[src/rtl/dstack_ctrl.sv]
// dstack_ctrl: data-stack front end holding T in a register and driving the N-stack memory
module dstack_ctrl #(
    parameter int SADDR_WIDTH = 8,
    parameter int WIDTH       = 16
) (
    input  logic                 clk,
    input  logic                 reset_n,
    input  logic                 op_valid,
    input  logic [2:0]           op,
    input  logic [WIDTH-1:0]     din,
    output logic                 op_ready,
    input  logic                 err_clr,
    output logic [WIDTH-1:0]     tos,
    output logic [WIDTH-1:0]     nos,
    output logic [SADDR_WIDTH:0] depth,
    output logic                 empty,
    output logic                 full,
    output logic                 ovf,
    output logic                 unf,
    input  logic                 wait_state,
    output logic [WIDTH-1:0]     s_d,
    output logic                 s_dec,
    output logic                 s_change,
    output logic                 s_update,
    output logic                 s_reset,
    input  logic [WIDTH-1:0]     s_q
);
    localparam logic [2:0] OP_PUSH = 3'd1, OP_DROP = 3'd2, OP_DUP = 3'd3, OP_SWAP = 3'd4,
                           OP_OVER = 3'd5, OP_REPL = 3'd6, OP_NIP  = 3'd7;
    localparam logic [SADDR_WIDTH:0] DEPTH_MAX = {1'b1, {SADDR_WIDTH{1'b0}}};
    localparam logic [SADDR_WIDTH:0] ONE       = 1;

    typedef enum logic [1:0] {INIT, RUN, FAULT} state_t;

    state_t               state, state_nx;
    logic [WIDTH-1:0]     tos_nx;
    logic [SADDR_WIDTH:0] depth_nx;
    logic                 ovf_nx, unf_nx;
    logic                 acc, grows, shrinks, ovf_c, unf_c, go;

    assign op_ready = (state == RUN) && !wait_state;
    assign s_reset  = (state == INIT);
    assign empty    = (depth == '0);
    assign full     = (depth == DEPTH_MAX);
    assign nos      = s_q;
    assign s_d      = tos;

    // Decode the accepted op into legality and the combinational stack strobes
    always_comb begin
        acc      = op_valid && op_ready;
        grows    = (op == OP_PUSH) || (op == OP_DUP) || (op == OP_OVER);
        shrinks  = (op == OP_DROP) || (op == OP_NIP);
        ovf_c    = grows && full;
        unf_c    = !ovf_c && ((((op == OP_DUP) || (op == OP_REPL) || (op == OP_DROP)) && empty) ||
                   (((op == OP_SWAP) || (op == OP_OVER) || (op == OP_NIP)) && (depth[SADDR_WIDTH:1] == '0)));
        go       = acc && !ovf_c && !unf_c;
        s_change = go && (grows || shrinks);
        s_dec    = go && shrinks;
        s_update = go && (grows || (op == OP_SWAP));
    end

    // Next state, T, depth and sticky flags
    always_comb begin
        state_nx = state;
        tos_nx   = tos;
        depth_nx = depth;
        ovf_nx   = ovf;
        unf_nx   = unf;
        case (state)
            INIT: state_nx = RUN;
            RUN: begin
                if (acc && (ovf_c || unf_c)) begin
                    state_nx = FAULT;
                    ovf_nx   = ovf | ovf_c;
                    unf_nx   = unf | unf_c;
                end else if (go) begin
                    depth_nx = grows ? depth + ONE : shrinks ? depth - ONE : depth;
                    case (op)
                        OP_PUSH, OP_REPL: tos_nx = din;
                        OP_OVER, OP_SWAP: tos_nx = s_q;
                        OP_DROP:          tos_nx = (depth == ONE) ? '0 : s_q;
                        default:          tos_nx = tos;
                    endcase
                end
            end
            FAULT: begin
                if (err_clr) begin
                    state_nx = INIT;
                    tos_nx   = '0;
                    depth_nx = '0;
                    ovf_nx   = 1'b0;
                    unf_nx   = 1'b0;
                end
            end
            default: state_nx = INIT;
        endcase
    end

    // State register with asynchronous active-low reset
    always_ff @(posedge clk or negedge reset_n) begin
        if (!reset_n) begin
            state <= INIT;
            tos   <= '0;
            depth <= '0;
            ovf   <= 1'b0;
            unf   <= 1'b0;
        end else begin
            state <= state_nx;
            tos   <= tos_nx;
            depth <= depth_nx;
            ovf   <= ovf_nx;
            unf   <= unf_nx;
        end
    end
endmodule
[config.mk]
export PLATFORM = sky130hd
export DESIGN_NAME = dstack_ctrl
export DESIGN_NICKNAME = d
export VERILOG_FILES = /design/src/rtl/dstack_ctrl.sv
export SDC_FILE = /design/constraint.sdc
export NUM_CORES = 1
export LEC_CHECK = 0
export CAP_MARGIN = 40
export CORE_ASPECT_RATIO = 1.75
export CORE_UTILIZATION = 37
export CTS_CLUSTER_SIZE = 8
export DETAILED_ROUTE_END_ITERATION = 7
export PLACE_DENSITY = 0.76
export SLEW_MARGIN = 0
export SYNTH_ARGS = -nofsm -noshare
export SYNTH_HDL_FRONTEND = slang
export SYNTH_SLANG_ARGS = --single-unit
[constraint.sdc]
create_clock -name clk -period 2.1 [get_ports clk]
set_clock_uncertainty 0.1 [all_clocks]
set_input_delay 0.315 -clock clk [delete_from_list [all_inputs] [get_ports clk]]
set_output_delay 0.315 -clock clk [all_outputs]
set_load 0.05 [all_outputs]
Word level (Yosys, flattened, before mapping)
Index checks and enable logic that the tools add are counted.
- bits in registers: 29
- latch bits: 0
- RAM bits: 0
- ROM bits: 0
- bits of input ports: 40
- output and inout port bits: 66
- memories kept: 0
- add/sub/neg operators: 2
- $mul: 0
- divide/modulo/power cells: 0
- order comparisons: 0
- equal/unequal tests: 17
- shift operators: 0
- mux-type cells: 20
- bitwise gates (word level): 2
- reductions and logical operators: 36
- operators by type and width (cell ; count):
    $mux W16 ; 4
    $pmux W16 S3 ; 1
    $mux W9 ; 5
    $pmux W16 S2 ; 1
    $pmux W9 S2 ; 1
    $eq A3 B3 Y1 const B ; 4
    $logic_and A1 B1 Y1 ; 12
    $logic_or A1 B1 Y1 ; 11
    $reduce_and A5 Y1 ; 2
    $add A9 B1 Y9 const B ; 1
    $eq A9 B1 Y1 const B ; 1
    $eq A9 B9 Y1 const B ; 1
    $logic_not A9 Y1 ; 1
    $sub A9 B1 Y9 const B ; 1
    $logic_not A8 Y1 ; 1
    $eq A3 B2 Y1 const B ; 2
    $ne A2 B2 Y1 const B ; 3
    $pmux W2 S3 ; 1
    $mux W2 ; 2
    $ne A4 B1 Y1 const B ; 1
    $pmux W1 S2 ; 2
    $reduce_or A2 Y1 ; 2
    $eq A3 B1 Y1 const B ; 1
    $logic_not A1 Y1 ; 3
    other kinds (10) ; 13

Longest topological paths before layout
Gate-level depths: netlist of run 1.
- depth after elaboration: 11
- depth in mapped cells: 8
- gate-level depth less buffers: 6

Worst setup path after synthesis of run 1
No wires, ideal clock.
- path type: register to output
- start point: register state[1]
- end point: output s_update
- data arrival time: 2.981 ns
- slack: -1.296 ns
- cell stages (with the launch flop): 6
- path through: dfrtp_1 -> nor3b_1 -> and2_2 -> buf_6 -> o221ai_1 -> a21oi_1
- cells in the longest elaborated chain, start to end: 6
- ends and longest elaborated chain (item ; RTL line ; source):
    start: declaration ; 35 ; state_t state, state_nx;
    start signal: assignment ; 108 ; state <= state_nx;
    $eq A2 B1 Y1 ; 41 ; assign op_ready = (state == RUN) && !wait_state;
    $logic_and A1 B1 Y1 ; 41 ;
    named net op_ready ; 11 ; output logic op_ready,
    $logic_and A1 B1 Y1 ; 50 ; acc = op_valid && op_ready;
    $logic_and A1 B1 Y1 (2 in series) ; 56 ; go = acc && !ovf_c && !unf_c;
    $logic_and A1 B1 Y1 ; 59 ; s_update = go && (grows || (op == OP_SWAP));
    end: declaration ; 24 ; output logic s_update,
The timed path passes the listed nets, and every way through them passes these cells.

Final worst setup path of run 1
- start point: register depth[4]
- end point: output s_dec
- cells in the longest elaborated chain, start to end: 7
- elaborated cells between the ends (all ways): 13
- ends and longest elaborated chain (item ; RTL line ; source):
    start: declaration ; 15 ; output logic [SADDR_WIDTH:0] depth,
    start signal: assignment ; 110 ; depth <= depth_nx;
    $eq A9 B9 Y1 (tied with other cells) ; 44 ; assign full = (depth == DEPTH_MAX);
    $logic_and A1 B1 Y1 (on tied branches) ; 53, 54, 55 ;
    $logic_not A1 Y1 / $logic_or A1 B1 Y1 (equally long branches) ; 54, 56 ;
    $logic_and A1 B1 Y1 ; 54 ; unf_c = !ovf_c && ((((op == OP_DUP) || (op == OP_REPL) || (op == OP_DROP)) && empty) ||
    $logic_not A1 Y1 ; 56 ;
    $logic_and A1 B1 Y1 * ; 56 ;
    $logic_and A1 B1 Y1 * ; 58 ; s_dec = go && shrinks;
    end: declaration ; 22 ; output logic s_dec,
Every way passes the cells marked *; elsewhere a longest branch is shown, timed or not.

==> impl_metrics.yaml, run 1 <==
status:
  status: "finished, violations left"
  violations: "negative setup slack"
power:
  max-vdd-ir-drop_mv: 0.5388
  leakagePower_nw: 1.786
  power_density_nw_per_um2: 1051
die:
  row_count: 36
  initial_core_util: 0.3855
  die_w_um: 59.67
  coreArea_um2: 5585
  io_pins: 106
  dieArea_um2: 6140
  die_h_um: 102.9
timing:
  finalCritPeriodShare: 1.222
  layout_setup_ws_ns: -0.4655
  setup_viol: 29
  finalHoldViolations: 0
  setup_tns_ns: -7.904
  max_freq_mhz: 389.8
  drv_slew: 0
  slew_headroom: 0.6301
  min_period_ns: 2.565
  rsz0062_at_grt: "true"
  worst_pin_slew_ns: 0.5549
yosys:
  yosysSeqAreaShare: 0.3370
  synthSimpleGateAreaFrac: 0.2162
  synthMuxAreaShare: 0.07902
  synth_xor_area_frac: 0.008135
  avgSynthCellArea_um2: 8.898
  synth_area_leaders: "dfrtp_1, buf_4, mux2i_1"
  synth_top_flop_cell: "dfrtp_1"
  synth_cell_types: 44
  synthAdderAreaFrac: 0.02324
  yosysTopAreaCell: "dfrtp_1"
  synthTopCellsByCount: "buf_4, nand2_1, dfrtp_1"
  yosysMostFrequentCell: "buf_4"
  netlist_area_um2: 2153
  syn_nets: 286
  synth_top_family_by_area: "simple AND/OR/NAND/NOR gates"
  synth_top_area_frac: 0.3370
  synth_compound_area_frac: 0.1662
  synth-seq-cells: 29
  synth_edf_count: 0
  synth_cells: 242
  yosys_warnings: 0
  synthArstFlopShare: 1.000
route:
  post-route-drc-count: 0
  drtPass1Iterations: 4
  viasPerCell: 5.282
  num_vias: 2303
  wl_per_cell_um: 16.35
  first_iter_violations: 83
  drt.antenna.violating_nets: 0
  wl_um: 7127
critical_path:
  critPathKind: "reg -> out"
  worst_setup_path_end_kind: "output port"
  crit_chain: "or3_4 > or4_4 > o221a_4 > and3_4 > buf_12"
  cp.required_ns: 1.68
  worst_setup_path_start_kind: "flop"
  critPathMaxStageDelay_ns: 0.45
  worstPathMaxFanout: 4
  cpMaxStageDelayCell: "or4_4"
  arrival_ns: 2.15
global_routing:
  grt_pass1_wl_um: 11140
  grt_max_degree: 30
  antenna_found_initial: 0
  grt_pass1_vias: 2386
  overflow: 0
  grt_usage: 0.2430
final_layout:
  post-route-util: 0.6835
  nNetsFinal: 403
  layout-drive-gt1-share: 0.3417
  fillers: 441
  area_delta_synth_final_pct: 77.28
  antenna_cells: 0
placement:
  dp_hpwl_um: 5342
  numPortBuffers: 105
  place.gp.congestion: 0.8565
clock_tree:
  cts-root-buf: "clkbuf_8"
  cts_num_sinks: 29
  clkTransAtPathRegs_ns: 0.07
  cts_inserted_buffers: 5
  htree_num_levels: 2
  clkLatencyLatePin_ns: 0.28
  clk_path_buf_depth: 2
  cts_tree: "yes"
flow_run:
  drv_cap: 0
worst_hold_path:
  hp-class: "in -> async"
## registers in the layout, summed over array words and instances (netlist names)
name and flops:
depth 9, ovf 1, s_d 16, state 2, unf 1
## routing by layer
| metal | share of wire | global-route usage | up-vias |
|---|---|---|---|
| met3 | 0.048 | 0.04141 | 25 |
| met5 | 0 | 0 | - |
| li1 | - | - | 1066 |
| met1 | 0.35 | 0.2407 | 1117 |
| met4 | 0.034 | 0.1377 | 0 |
| met2 | 0.57 | 0.4564 | 95 |
## timing repair
action / CTS / global route
hold buffers: 0 / 0
endpoints found under the setup margin: 29 / 30
resized for setup: 16 / 13
endpoints found under the hold margin: 0 / 0
buffers inserted: 7 / 2
pin swaps: 9 / 2
## final timing paths
kind	to	slack, ns	startpoint	cells after the start
max	s_dec	-0.47	depth[4]$_DFFE_PN0P_	5
min	depth[0]$_DFFE_PN0P_	0.33	reset_n	2
max reg2reg	s_d[3]$_DFFE_PN0P_	-0.33	depth[4]$_DFFE_PN0P_	8
min reg2reg	ovf$_DFFE_PN0P_	0.43	ovf$_DFFE_PN0P_	2
max in group asynchronous	depth[3]$_DFFE_PN0P_	1.25	reset_n	2
min in group clk	ovf$_DFFE_PN0P_	0.43	ovf$_DFFE_PN0P_	2
## power breakdown
group | switching (mW) | internal (mW)
clock | 0.219 | 0.229
combinational | 1.65 | 1.05
sequential | 0.136 | 0.728
total | 2.00 | 2.01
## cells by family after synthesis
logic type / after synthesis
AND/OR/NAND/NOR: 85
buffers and inverters: 49
AO/OA/AOI/OAI: 56
multiplexers: 17
adder cells (fa/ha/maj): 4
XOR/XNOR: 2
flip-flops: 29
## area by class of cell
type / instances / area, um2 / area share
Clock buffer: 6 / 72.57 / 0.01901
Clock inverter: 2 / 10.01 / 0.002622
Inverter: 5 / 18.77 / 0.004916
Multi-Input combinational cell: 164 / 1215 / 0.3183
Sequential cell: 29 / 729.5 / 0.1911
Tap cell: 76 / 95.09 / 0.02491
Timing Repair Buffer: 154 / 1677 / 0.4392
## worst max-delay path, delay by kind of cell (launching register included)
kind | cells | cell delay, ns
buf+inv | 1 | 0.14
simple gates | 3 | 1.03
flops | 1 | 0.40
compound gates | 1 | 0.31
## cells in the final DEF (no fill, tap or decap), types with 4 or more instances in the layout
cell type,synthesis,final
nor2_1,6,5
nand2_1,30,29
buf_6,3,5
and3_1,10,9
o22ai_1,6,5
nand3_1,5,5
buf_12,1,24
mux2i_1,17,16
buf_4,32,46
a21oi_1,19,18
inv_1,5,4
nand2b_1,8,8
ha_1,4,4
dfrtp_1,29,26
clkbuf_8,1,5
and3_2,11,10
clkdlybuf4s50_1,0,76
a31oi_1,13,7
## metrics by stage
stage	std cells	power [mW]	cell area [um2]	hold slack, ns	worst slack (ns)
after CTS	436	3.930	3755	0.3368	-0.4537
after floorplan	242	2.499	2186	-0.08059	-0.4406
after global routing	436	4.188	3817	0.3510	-0.5188
after detailed placement	421	3.384	3510	0.4315	-0.4092
final	436	4.012	3817	0.3287	-0.4655
after global placement	421	3.333	3510	0.4190	-0.3698
No activity file was read; power rests on OpenSTA's default activity.
==> run 2: changes to the inputs <==
--- a/config.mk
+++ b/config.mk
@@ -5,9 +5,10 @@
 export SDC_FILE = /design/constraint.sdc
 export NUM_CORES = 1
 export LEC_CHECK = 0
+export ABC_AREA = 1
 export CAP_MARGIN = 40
 export CORE_ASPECT_RATIO = 1.75
-export CORE_UTILIZATION = 37
+export CORE_UTILIZATION = 38
 export CTS_CLUSTER_SIZE = 8
 export DETAILED_ROUTE_END_ITERATION = 7
 export PLACE_DENSITY = 0.76
==> run 2 against run 1 <==
Compared with the run above:
- the run now ends clean
- first-iteration DRC count is 43% higher
- utilization down 3.7 points
- worst setup slack improved by 0.49 ns
- clock power rose by 4.9%
- sequential share of layout area up 0.088 points
- global-route usage is 0.099 points higher
- via count up 12%
- register-to-register slack improved by 0.50 ns
- critical path depth grew 4
- total power up 27%
- critical path type unchanged
- critical endpoint is now s_change
- highest routed layer unchanged
==> impl_metrics.yaml, run 2 <==
status:
  status: "complete, no violations"
yosys:
  avgSynthCellArea_um2: 7.166
  synth_area_leaders: "dfrtp_1, nand2_1, buf_4"
  yosysTopAreaCell: "dfrtp_1"
  yosys_warnings: 0
  syn_nets: 374
  synth-seq-cells: 29
  synth_cells: 330
  synth_cell_types: 35
  netlist_area_um2: 2365
  synthArstFlopShare: 1.000
  synthTopCellsByCount: "nand2_1, buf_4, dfrtp_1"
  synth_top_area_frac: 0.3069
  yosysMostFrequentCell: "nand2_1"
  synth_top_flop_cell: "dfrtp_1"
  yosysSeqAreaShare: 0.3069
  synth_edf_count: 0
global_routing:
  overflow: 0
  grt_pass1_wl_um: 12100
  grt_pass1_vias: 2586
  gr-usage-met1: 0.2521
  grt_util_met3: 0.04136
  antenna_found_initial: 0
  busiest_layer: "met2"
  grt_usage: 0.2440
  grt_max_degree: 30
  met2_usage: 0.4578
final_layout:
  layout-drive-gt1-share: 0.2880
  nNetsFinal: 478
  antenna_cells: 0
  fillers: 520
  regArea_um2: 735.7
  largest_register_ffs: 16
  area_delta_synth_final_pct: 62.06
  multi_input_area_um2: 1308
  layout_commonest_cell: "nand2_1"
  final_cell_mix: "nand2_1, clkdlybuf4s50_1, buf_4"
  design_area_um2: 3832
die:
  initial_core_util: 0.3991
  die_h_um: 106.4
  die_w_um: 61.63
  row_count: 37
  io_pins: 106
  coreArea_um2: 5926
  dieArea_um2: 6555
critical_path:
  arrival_ns: 1.66
  critPathKind: "reg -> out"
  worstPathMaxFanout: 6
  cp.required_ns: 1.68
  worst_setup_path_start_kind: "flop"
  r2r-start: "depth[1]$_DFFE_PN0P_"
  worst_setup_path_end_kind: "output port"
  cp-startpoint: "depth[3]$_DFFE_PN0P_"
route:
  wl_per_cell_um: 14.82
  num_vias: 2571
  viasPerCell: 5.021
  drt.antenna.violating_nets: 0
  wl_um: 7590
  drtPass1Iterations: 4
  first_iter_violations: 119
  post-route-drc-count: 0
timing:
  whs_ns: 0.3390
  rsz0062_at_grt: "true"
  max_freq_mhz: 482.2
  min_period_ns: 2.074
  setup_viol: 0
  finalHoldViolations: 0
  layout_setup_ws_ns: 0.02625
  finalCritPeriodShare: 0.9875
  drv_slew: 0
  slew_headroom: 0.6439
  worst_pin_slew_ns: 0.5325
clock_tree:
  clkLatencyLatePin_ns: 0.27
  cts_inserted_buffers: 5
  cts-root-buf: "clkbuf_8"
  clk_path_buf_depth: 2
  htree_num_levels: 2
  cts_num_sinks: 29
  cts_tree: "yes"
  clkTransAtPathRegs_ns: 0.06
placement:
  place_ws_ns: -0.1316
  place.gp.congestion: 0.9599
  numPortBuffers: 105
  dp_hpwl_um: 5677
  place_area_um2: 3608
power:
  leakagePower_nw: 1.820
  power_density_nw_per_um2: 1325
  max-vdd-ir-drop_mv: 0.7741
worst_hold_path:
  hp-class: "in -> async"
flow_run:
  drv_cap: 0
## run 2: cell types whose count changed after synthesis, moves of 8 or more
cell / previous run / this run
nor2_1: 6 / 27
a31oi_1: 13 / 1
mux2i_1: 17 / 0
and3_2: 11 / 0
nand2_1: 30 / 105
and3_1: 10 / 0
nand3_1: 5 / 19
nand2b_1: 8 / 0
nand4_1: 2 / 19
## run 2: cell type report
type / instances / share of cell area
multi-input cells: 238 / 0.3412
well taps: 78 / 0.02547
repair buffers: 141 / 0.3986
inverters: 19 / 0.02024
flip-flops and latches: 29 / 0.1920
clock buffers: 7 / 0.02253
## run 2: logic make-up after synthesis
group                    after synthesis  synth area share
AO/OA/AOI/OAI                         36           0.08677
adder cells (fa/ha/maj)                4           0.02116
AND/OR/NAND/NOR                      192            0.3884
flip-flops                            29            0.3069
XOR/XNOR                               6           0.02222
buffers and inverters                 63            0.1746
## run 2: path summary, 6_finish.rpt
kind / to / slack (ns) / cells after the start
max in group asynchronous: state[1]$_DFFE_PN0P_ / 1.25 / 2
setup / recovery: s_change / 0.03 / 9
hold / removal: depth[7]$_DFFE_PN0P_ / 0.34 / 2
min in group clk: s_d[9]$_DFFE_PN0P_ / 0.41 / 2
hold reg to reg: s_d[9]$_DFFE_PN0P_ / 0.41 / 2
setup reg to reg: s_d[10]$_DFFE_PN0P_ / 0.17 / 11
## run 2: power by group
part	total, mW	switching [mW]	internal (mW)
clock network	0.471	0.211	0.260
logic	3.55	2.27	1.28
registers	1.06	0.268	0.793
total	5.08	2.75	2.33
## run 2: repair_timing
| item | 4_1_cts | 5_1_grt |
|---|---|---|
| endpoints found under the setup margin | 3 | 5 |
| gates resized for setup | 12 | 7 |
| setup buffers | 6 | 7 |
| hold buffers | 0 | 0 |
| pin swaps | 5 | 5 |
| endpoints found under the hold margin | 0 | 0 |
## run 2: critical path, cell delays in order, from the launching register on
cell and delay [ns]:
dfrtp_2 0.46, nor2_4 0.15, nand2_2 0.08, nor2_4 0.14, nand3_2 0.10, nand2_2 0.08, inv_2 0.05, nand3_4 0.11
nor2_4 0.06, buf_12 0.15
## run 2: stage by stage
step / utilization / TNS, ns / std cells / total power, mW
after global placement: 0.6090 / -1.316 / 492 / 4.328
after CTS: 0.6345 / 0 / 505 / 4.962
final: 0.6467 / 0 / 512 / 5.079
after global routing: 0.6467 / -0.1160 / 512 / 5.366
after floorplan: - / -0.7239 / 330 / 3.451
after detailed placement: 0.6090 / -2.635 / 492 / 4.391
## run 2: routing by layer
layer	vias to the layer above	part of all wire
li1	1252	-
met1	1197	0.34
met2	106	0.58
met3	16	0.053
met4	0	0.024
met5	-	0
==> run 3: changes to the inputs <==
--- a/config.mk
+++ b/config.mk
@@ -7,8 +7,10 @@
 export LEC_CHECK = 0
 export ABC_AREA = 1
 export CAP_MARGIN = 40
+export CELL_PAD_IN_SITES_DETAIL_PLACEMENT = 1
+export CELL_PAD_IN_SITES_GLOBAL_PLACEMENT = 1
 export CORE_ASPECT_RATIO = 1.75
-export CORE_UTILIZATION = 38
+export CORE_UTILIZATION = 26
 export CTS_CLUSTER_SIZE = 8
 export DETAILED_ROUTE_END_ITERATION = 7
 export PLACE_DENSITY = 0.76
==> run 3 against run 2 <==
Compared with the run above:
- the flow now finishes with violations (negative setup slack)
- final cell count increased by 8.4%
- utilization down 19 points
- sequential share of layout area down 0.85 points
- fmax down 2.7%
- final area up 4.3%
- first-iteration DRC count shrank 43%
- largest cell class unchanged
- largest power group unchanged
- non-clock buffer count up 4
- clock power up 51%
==> impl_metrics.yaml, run 3 (synthesis gave the netlist of run 2 again) <==
timing:
  max_freq_mhz: 469.3
  min_period_ns: 2.131
  whs_ns: 0.3526
  worst_pin_slew_ns: 0.5093
  rsz0062_at_grt: "true"
  setup_viol: 3
  slew_headroom: 0.6594
  finalCritPeriodShare: 1.015
  layout_setup_ws_ns: -0.03091
  setup_tns_ns: -0.06275
  drv_slew: 0
  finalHoldViolations: 0
critical_path:
  rr_worst_depth: 11
  r2r-start: "depth[1]$_DFFE_PN0P_"
  cp.required_ns: 1.68
  arrival_ns: 1.72
  worst_setup_path_end_kind: "output port"
  cp-startpoint: "depth[1]$_DFFE_PN0P_"
  endpoint: "s_dec"
  critPathKind: "reg -> out"
  worstPathMaxFanout: 3
  reg2reg_to: "depth[8]$_DFFE_PN0P_"
  worst_setup_path_start_kind: "flop"
  regToRegSetupSlack_ns: 0.08
die:
  dieArea_um2: 9495
  coreArea_um2: 8727
  initial_core_util: 0.2710
  die_h_um: 128.2
  row_count: 45
  io_pins: 106
  die_w_um: 74.09
global_routing:
  overflow: 0
  antenna_found_initial: 0
  grt_pass1_vias: 2915
  grt_max_degree: 30
  grt_pass1_wl_um: 14150
  grt_usage: 0.1980
power:
  leakagePower_nw: 1.893
  power_density_nw_per_um2: 1348
  max-vdd-ir-drop_mv: 0.8721
final_layout:
  regArea_um2: 733.2
  multi_input_area_um2: 1305
  fillers: 1045
  finalNonFillerCells: 555
  largest_register_ffs: 16
  final_cell_mix: "nand2_1, clkdlybuf4s50_1, buf_4"
  nNetsFinal: 482
  layout_commonest_cell: "nand2_1"
  design_area_um2: 3996
  antenna_cells: 0
  layout-drive-gt1-share: 0.2785
  area_delta_synth_final_pct: 68.99
clock_tree:
  cts_tree: "yes"
  clk_path_buf_depth: 2
  clkLatencyLatePin_ns: 0.28
  cts-root-buf: "clkbuf_16"
  clkTransAtPathRegs_ns: 0.05
  htree_num_levels: 2
  cts_inserted_buffers: 5
  cts.hold.buffers_added: 0
  cts_num_sinks: 29
placement:
  place_inst: 534
  numPortBuffers: 105
  dp_hpwl_um: 6740
  place.gp.congestion: 0.8284
  place_area_um2: 3717
route:
  drt.antenna.violating_nets: 0
  viasPerCell: 4.816
  wl_per_cell_um: 16.00
  wl_um: 8879
  drtPass1Iterations: 4
  first_iter_violations: 68
  post-route-drc-count: 0
  num_vias: 2673
status:
  status: "finished, violations left"
  violations: "negative setup slack"
flow_run:
  drv_cap: 0
worst_hold_path:
  hp-class: "in -> async"
-- run 3: cell types whose count changed in the layout (fill, tap and decap cells not counted), moves of 2 or more --
cell	previous run	this run
clkbuf_8	6	1
dfrtp_2	8	6
nor2_2	5	2
a21oi_1	23	25
dlygate4sd2_1	1	3
a21oi_2	2	0
buf_12	22	25
clkbuf_16	0	5
nor2_1	23	25
clkdlybuf4s50_1	73	71
dfrtp_1	21	23
-- run 3: area by class of cell --
type                       instances  area share
timing repair buffer             145      0.3986
inverter                          19     0.01910
clock buffer                       7     0.03569
sequential                        29      0.1835
tap                              117     0.03663
multi-input combinational        238      0.3265
-- run 3: worst max-delay path, cell delays in order (launching register included) --
cell	delay, ns
dfrtp_2	0.42
buf_4	0.14
nor2_2	0.14
nand2_1	0.08
nor2_2	0.20
nand2_2	0.11
nand3_4	0.14
nor3_4	0.06
buf_12	0.14
-- run 3: layer usage --
layer / vias to the layer above / GRT usage / routed length (um)
li1: 1259 / - / -
met1: 1304 / 0.1863 / 3075
met2: 92 / 0.3925 / 5188
met3: 18 / 0.02987 / 364
met4: 0 / 0.09389 / 251
met5: - / 0 / 0
-- run 3: what timing repair did --
| item | 4_1_cts | 5_1_grt |
|---|---|---|
| resized for setup | 11 | 5 |
| pin swaps | 5 | 5 |
| endpoints found under the setup margin | 4 | 20 |
| setup buffers | 7 | 7 |
-- run 3: stage by stage --
step	power, mW	utilization	worst slack, ns
after floorplan	3.451	-	-0.2304
after global placement	4.443	0.4260	-0.1203
after detailed placement	4.528	0.4260	-0.1955
after CTS	5.387	0.4510	-0.01006
after global routing	5.671	0.4579	-0.07338
final	5.386	0.4579	-0.03091
-- run 3: worst min path at each step --
stage / slack [ns] / end / start
3_5_place_dp: 0.40 / ovf$_DFFE_PN0P_ / ovf$_DFFE_PN0P_
5_1_grt: 0.40 / depth[7]$_DFFE_PN0P_ / reset_n
3_3_place_gp: 0.39 / s_d[14]$_DFFE_PN0P_ / s_d[14]$_DFFE_PN0P_
6_report: 0.35 / depth[7]$_DFFE_PN0P_ / reset_n
2_1_floorplan: -0.08 / depth[0]$_DFFE_PN0P_ / reset_n
4_1_cts: 0.36 / depth[7]$_DFFE_PN0P_ / reset_n
-- run 3: power by group --
group	leakage, nW	total, mW	internal (mW)	switching (mW)
clock	0.0700	0.709	0.464	0.245
combinational	1.47	3.63	1.30	2.32
sequential	0.356	1.05	0.791	0.261
